File: src/rtl/aes_128_round_ctrl.sv
// AES-128 round controller: sequences INIT, NR rounds of SB_LAT+1 cycles
// and a one-cycle DONE pulse for a shared-subbytes iterative datapath.
// Ports: clk, kill (async active-high reset), start, [abort],
//   busy, done, init_load, sb_load, st_load, key_step, last_round,
//   round[3:0], phase[2:0]. All outputs are registered.
// Optional: define AES_ROUND_CTRL_ABORT_EN to add the abort input.
module aes_128_round_ctrl #(
  parameter int NR     = 10,
  parameter int SB_LAT = 2
) (
  input  logic       clk,
  input  logic       kill,
  input  logic       start,
`ifdef AES_ROUND_CTRL_ABORT_EN
  input  logic       abort,
`endif
  output logic       busy,
  output logic       done,
  output logic       init_load,
  output logic       sb_load,
  output logic       st_load,
  output logic       key_step,
  output logic       last_round,
  output logic [3:0] round,
  output logic [2:0] phase
);

  localparam logic [3:0] NR_L = 4'(NR);
  localparam logic [2:0] PH_L = 3'(SB_LAT);

  typedef enum logic [1:0] {
    IDLE,
    INIT,
    ROUND,
    DONE
  } state_t;

  state_t     state;
  state_t     state_nx;
  logic [3:0] round_nx;
  logic [2:0] phase_nx;
  logic       abort_hit;

`ifdef AES_ROUND_CTRL_ABORT_EN
  assign abort_hit = abort && (state != IDLE);
`else
  assign abort_hit = 1'b0;
`endif

  // round/phase registers double as the round/phase outputs, so
  // they are forced to 0 whenever the next state is not ROUND.
  always_comb begin
    state_nx = state;
    round_nx = round;
    phase_nx = phase;
    unique case (state)
      IDLE: begin
        round_nx = 4'd0;
        phase_nx = 3'd0;
        if (start) state_nx = INIT;
      end
      INIT: begin
        state_nx = ROUND;
        round_nx = 4'd1;
        phase_nx = 3'd0;
      end
      ROUND: begin
        if (phase == PH_L) begin
          phase_nx = 3'd0;
          if (round == NR_L) begin
            state_nx = DONE;
            round_nx = 4'd0;
          end else begin
            round_nx = round + 4'd1;
          end
        end else begin
          phase_nx = phase + 3'd1;
        end
      end
      DONE: begin
        state_nx = IDLE;
        round_nx = 4'd0;
        phase_nx = 3'd0;
      end
      default: begin
        state_nx = IDLE;
        round_nx = 4'd0;
        phase_nx = 3'd0;
      end
    endcase
    if (abort_hit) begin
      state_nx = IDLE;
      round_nx = 4'd0;
      phase_nx = 3'd0;
    end
  end

  // Outputs are decoded from the next state and registered, so
  // each strobe lines up with the cycle its state is occupied.
  always_ff @(posedge clk or posedge kill) begin
    if (kill) begin
      state      <= IDLE;
      round      <= 4'd0;
      phase      <= 3'd0;
      busy       <= 1'b0;
      done       <= 1'b0;
      init_load  <= 1'b0;
      sb_load    <= 1'b0;
      st_load    <= 1'b0;
      key_step   <= 1'b0;
      last_round <= 1'b0;
    end else begin
      state      <= state_nx;
      round      <= round_nx;
      phase      <= phase_nx;
      busy       <= (state_nx != IDLE);
      done       <= (state_nx == DONE);
      init_load  <= (state_nx == INIT);
      sb_load    <= (state_nx == ROUND) && (phase_nx == 3'd0);
      st_load    <= (state_nx == ROUND) && (phase_nx == PH_L);
      key_step   <= (state_nx == ROUND) && (phase_nx == PH_L);
      last_round <= (state_nx == ROUND) && (round_nx == NR_L);
    end
  end

endmodule

File: config.mk
export PLATFORM = sky130hd
export DESIGN_NAME = aes_128_round_ctrl
export DESIGN_NICKNAME = d
export VERILOG_FILES = /design/src/rtl/aes_128_round_ctrl.sv
export SDC_FILE = /design/constraint.sdc
export NUM_CORES = 1
export LEC_CHECK = 0
export CAP_MARGIN = 0
export CORE_MARGIN = 2
export CORE_UTILIZATION = 50
export CTS_BUF_LIST = sky130_fd_sc_hd__clkbuf_8
export DETAILED_ROUTE_END_ITERATION = 10
export PLACE_DENSITY = 0.8
export SLEW_MARGIN = 20
export SYNTH_ARGS = -nofsm -noshare
export SYNTH_HDL_FRONTEND = slang
export SYNTH_SLANG_ARGS = --single-unit
File: constraint.sdc
create_clock -name clk -period 2.2 [get_ports clk]
set_input_delay 0.22 -clock clk [delete_from_list [all_inputs] [get_ports clk]]
set_output_delay 0.22 -clock clk [all_outputs]
set_load 0.03 [all_outputs]
== Yosys cells after proc, flatten, opt, wreduce, memory -nomap -nowiden ==
Cells that the tools add are included.

* Bits in registers: 15
* Input bits: 3

* Equality and inequality tests: 10
* $add $sub $neg: 2
* Muxes and demuxes: 9
* Reductions and logical operators: 8

{| class="wikitable"
|+ Operators with widths
! kind !! number
|-
| 4-bit case mux with 3 select lines || 1
|-
| 2-bit == test (second input constant) || 4
|-
| 4-bit == test (second input constant) || 2
|-
| 4-bit two-way mux || 2
|-
| 2-bit case mux with 4 select lines || 1
|-
| 3-bit by 2-bit == test with 1-bit output (second input constant) || 2
|-
| 2-bit two-way mux || 3
|-
| 3-bit case mux with 2 select lines || 1
|-
| 4-bit by 1-bit adder with 4-bit output (second input constant) || 1
|-
| 2-bit by 1-bit == test with 1-bit output (second input constant) || 2
|-
| 3-bit by 1-bit adder with 3-bit output (second input constant) || 1
|-
| 1-bit logical AND || 3
|-
| 3-bit logical NOT || 1
|-
| 3-bit two-way mux || 1
|-
| 3-bit OR reduction || 1
|-
| 2-bit logical NOT || 1
|-
| 2-bit nonzero test || 1
|-
| 2-bit OR reduction || 1
|}

== Longest topological paths before layout ==
* Depth in word-level cells: 6
* Depth in mapped cells: 7
* Mapped depth without buffers: 7

== Least setup slack after synthesis ==
Ideal clock, no wire load.

* Path type: register -> register
* Start: reg phase[2]
* End: reg sb_load
* Setup slack: 390 ps
* Setup time: 130 ps
* Arrival time: 1,680 ps
* Stages on the path, launching flop included: 7
* Path through: dfrtp_1 or3b_1 buf_2 o311ai_0 o21ai_2 nand3_1 nor2_1

* Cells in the longest elaborated chain, start to end: 5

{| class="wikitable"
|+ RTL lines
! element !! line !! RTL
|-
| start: declaration || 25 || <nowiki>output logic [2:0] phase</nowiki>
|-
| start signal: assignment || 115 || <nowiki>phase <= phase_nx;</nowiki>
|-
| 3-bit by 1-bit adder with 3-bit output or 3-bit by 2-bit == test with 1-bit output (tied branches) || 77, 68 ||
|-
| 3-bit two-way mux or 2-bit two-way mux (tied branches) || 68 || <nowiki>if (phase == PH_L) begin</nowiki>
|-
| 3-bit case mux with 2 select lines or 2-bit case mux with 4 select lines (tied branches) || 56 || <nowiki>unique case (state)</nowiki>
|-
| 3-bit logical NOT or 2-bit == test (tied branches) || 119 || <nowiki>sb_load <= (state_nx == ROUND) && (phase_nx == 3'd0);</nowiki>
|-
| 1-bit logical AND * || 119 ||
|-
| end signal: assignment || 119 ||
|-
| end: declaration || 20 || <nowiki>output logic sb_load,</nowiki>
|}

Mark *: on every way between the ends. The rest lies on a longest branch, timed or not.

== Final worst setup path ==
Ends and elaborated chain as after synthesis.

==> summary.md <==
| Metric | Value |
|---|---|
| Run status | completed |
| Dominant combinational cell family by area after synthesis | simple AND/OR/NAND/NOR gates |
| Fill cell total of the finished layout | 97 |
| Aggregate negative setup slack | 0 ps |
| Leak pwr | roughly 0.39 nW |
| Count leader, synth | sky130_fd_sc_hd__dfrtp_1 |
| Sequential share of the synthesized area | around 50% |
| Detailed Place HPWL | about 980 um |
| Root Buffer Master | sky130_fd_sc_hd__clkbuf_8 |
| Placeable core area | 1350 um^2 |
| Per-cell routed wire length | ~13 um |
| CTS Hold Buffers Added | 0 |
| Data arrival at the endpoint of the critical path | ~2000 ps |
| Synthesized-area fraction occupied by ao, oa, aoi and oai cells | about an eighth |
| Gp weighted congestion | 0.8287 |
| Most used flip-flop cell after synthesis | sky130_fd_sc_hd__dfrtp_1 |
| Proportion of synthesized area in mux cells | 0% |
| Syn-to-layout area delta | 27.79% |
| Number of global-route vias before repair | 562 |
| Worst Setup End Kind | register |
| CTS tree | yes |
| Cell type with the highest aggregate area in the netlist | sky130_fd_sc_hd__dfrtp_1 |
| Setup Crit Path Kind | register to register |
| Final setup fails | 0 |
| Quantity of gates resized following cts | 0 |
| Total via count after detailed routing | 540 |
| Count of max-cap constraint violations | 0 |
| Total CTS buffers | 3 |
| Synthesized netlist cell count | 70 |
| Minimum hold slack | between 300 and 400 ps |
| Number of antenna violations at the first check in global routing | 0 |
| Category of the worst setup path launch point | register |
| Max IR drop VDD | 0.7348 mV |
| Total Wirelength | 1298 um |
| Simple-gate share of the synthesized area | around 22% |
| Drt via density | around 5.3 |
| Post-Place Cells | 98 |
| #FFs+latches synth | 15 |
| Sink count of the clock tree | 15 |
| Number of enable flip-flop cells after synthesis | 0 |
| Proportion of netlist area held by the largest area contributor | between 40 and 50% |
| Level count of the clock H-tree | 1 |
| Unrepaired setup endpoints after global routing | no |
| Wire length of the first global-routing pass | around 2400 um |
| Power density relative to cell area | ~1100 nW/um^2 |
| Final Net Count | 95 |
| Post-route setup slack | between 300 and 400 ps |
| Syn nets | 77 |
| Count of standard-cell rows | 13 |
| Worst min-delay path category | primary input to asynchronous set/reset pin |
| I/O pin count | 17 |
| Height of the die | roughly 43 um |
| Number of buffers added on ports | 16 |
| Post-CTS Setup Repair Bufs | 0 |
| Most instantiated cells after synthesis | sky130_fd_sc_hd__dfrtp_1 (15), sky130_fd_sc_hd__inv_1 (8), sky130_fd_sc_hd__ha_1 (4), sky130_fd_sc_hd__nor2_1 (4) |
| Drc violations | 0 |
| Placement-stage worst setup slack | a little over 400 ps |
| Xor and xnor fraction of the mapped netlist area | 3.494% |
| Achievable frequency | ~550 MHz |
| Post-Syn Area | roughly 750 um^2 |
| Antenna cells | 0 |
| Global route overflow | 0 |
| DIE WIDTH | about 43 um |
| Final Hold Viols | 0 |
| Launching element of the worst setup path | phase[2]$_DFF_PP0_ |
| Largest net degree at the start of global routing | 16 |
| Max Slew Vio Count | 0 |
| Average cell area after synthesis | 10.74 um^2 |
| Biggest area contributors in the synthesized netlist | sky130_fd_sc_hd__dfrtp_1 (50%), sky130_fd_sc_hd__ha_1 (6.7%), sky130_fd_sc_hd__inv_1 (4.0%), sky130_fd_sc_hd__xnor2_1 (3.5%), sky130_fd_sc_hd__nand2b_1 (2.5%) |
| Layout cell share with drive strength beyond 1 | between 10% and 20% |
| GR Util All Layers | between 10% and 20% |
| Share of synthesized registers carrying an async set or reset | between 90% and 100% |
| Finished Layout Cells | slightly above 100 |
| Number of library cell types mapped by synthesis | 30 |
| Slew @ Worst Pin | between 500 and 600 ps |
| Maximum number of buffers from clock root to sink | 2 |
| Starting density of the core | a little under three fifths |
| Highest net fanout along the worst path | 6 |
| DP Area | ~910 um^2 |
| Relative slew margins | between 60% and 70% |
| Die ar. | around 1800 um^2 |
| Layout Cell Area excl Fill | between 900 and 1000 um^2 |
| Post-route ant nets | 0 |
| Count of routing violations after the opening detailed-route iteration | 6 |
| Clock transition at path regs | around 60 ps |
| Startpoint of the worst-slack reg-to-reg timing path | phase[2]$_DFF_PP0_ |
| Final worst-path cycle share | between 80% and 90% |
| Max Clock Skew | around 0.53 ps |
| First-pass iteration count of the detailed router | 4 |
| Final critical-path required period | ~1800 ps |
| Adder-Cell Fraction of Synth Area | around 6.7% |
| Synth warnings | 0 |
| Endpoint required time on the critical path | between 2000 and 2500 ps |
| Worst-skew pair later-pin latency | 250 ps |
[cells by family (layout without fill, tap and decap cells)]
logic type,after synthesis,count (layout)
simple gates,25,25
compound gates,12,12
xor+xnor,3,3
flops,15,15
fa+ha+maj,4,4
buf+inv,11,28
[power by group]
part | switching, W | internal [W]
registers | 0.0000491 | 0.000339
logic | 0.000274 | 0.000183
clock network | 0.0000933 | 0.000125
total | 0.000416 | 0.000647
[sequential cells by signal, indices dropped and copies added (netlist names)]
signal and cells:
round 4, phase 3, state 2, busy 1
done 1, init_load 1, key_step 1, last_round 1
sb_load 1
[final timing paths]
path | to | slack (ps) | cells past startpoint
max | sb_load$_DFF_PP0_ | 370 | 5
min | key_step$_DFF_PP0_ | 310 | 2
max reg2reg | sb_load$_DFF_PP0_ | 370 | 5
min reg2reg | phase[0]$_DFF_PP0_ | 570 | 1
max in group asynchronous | phase[2]$_DFF_PP0_ | 1540 | 2
min in group clk | phase[0]$_DFF_PP0_ | 570 | 1
[critical path, stage by stage (launching register included)]
cell and delay (ps):
sky130_fd_sc_hd__dfrtp_1 420, sky130_fd_sc_hd__or3b_1 490, sky130_fd_sc_hd__o311ai_0 430, sky130_fd_sc_hd__o21ai_2 190, sky130_fd_sc_hd__nand3_1 130, sky130_fd_sc_hd__nor2_1 50
[cell type report]
type                            count  area [um^2]  share of cell area [%]
Tap cell                           15        18.77                   1.953
Clock inverter                      1        5.005                  0.5208
Inverter                            8        30.03                   3.125
Multi-Input combinational cell     44        330.3                   34.38
Timing Repair Buffer               16        160.2                   16.67
Sequential cell                    15        375.4                   39.06
Clock buffer                        3        41.29                   4.297
[stage by stage]
stage / power [W] / util, %
3_5_place_dp: 0.0008443 / 67.75
2_1_floorplan: 0.0007034 / -
6_report: 0.001063 / 71.18
3_3_place_gp: 0.0008404 / 67.75
4_1_cts: 0.001073 / 71.18
5_1_grt: 0.001147 / 71.18
[layout by cell type (no fill, tap or decap), drive strengths merged, types with 2 or more instances in the layout]
master         instances
nand3b                 2
nand2                  3
dfrtp                 15
xnor2                  3
nand2b                 3
nor2b                  2
nand3                  4
nor2                   4
nor3b                  2
clkbuf                 3
ha                     4
clkdlybuf4s50         16
a21oi                  4
o21ai                  3
inv                    8
[per-layer routing]
layer	up-vias	track usage [%]	share of wire, %
met5	-	0	0
met4	0	12.50	2.1
met3	4	5.957	5.5
met2	20	27.27	47
met1	247	21.98	45
li1	269	-	-
Power figures use the tool's default switching activity.
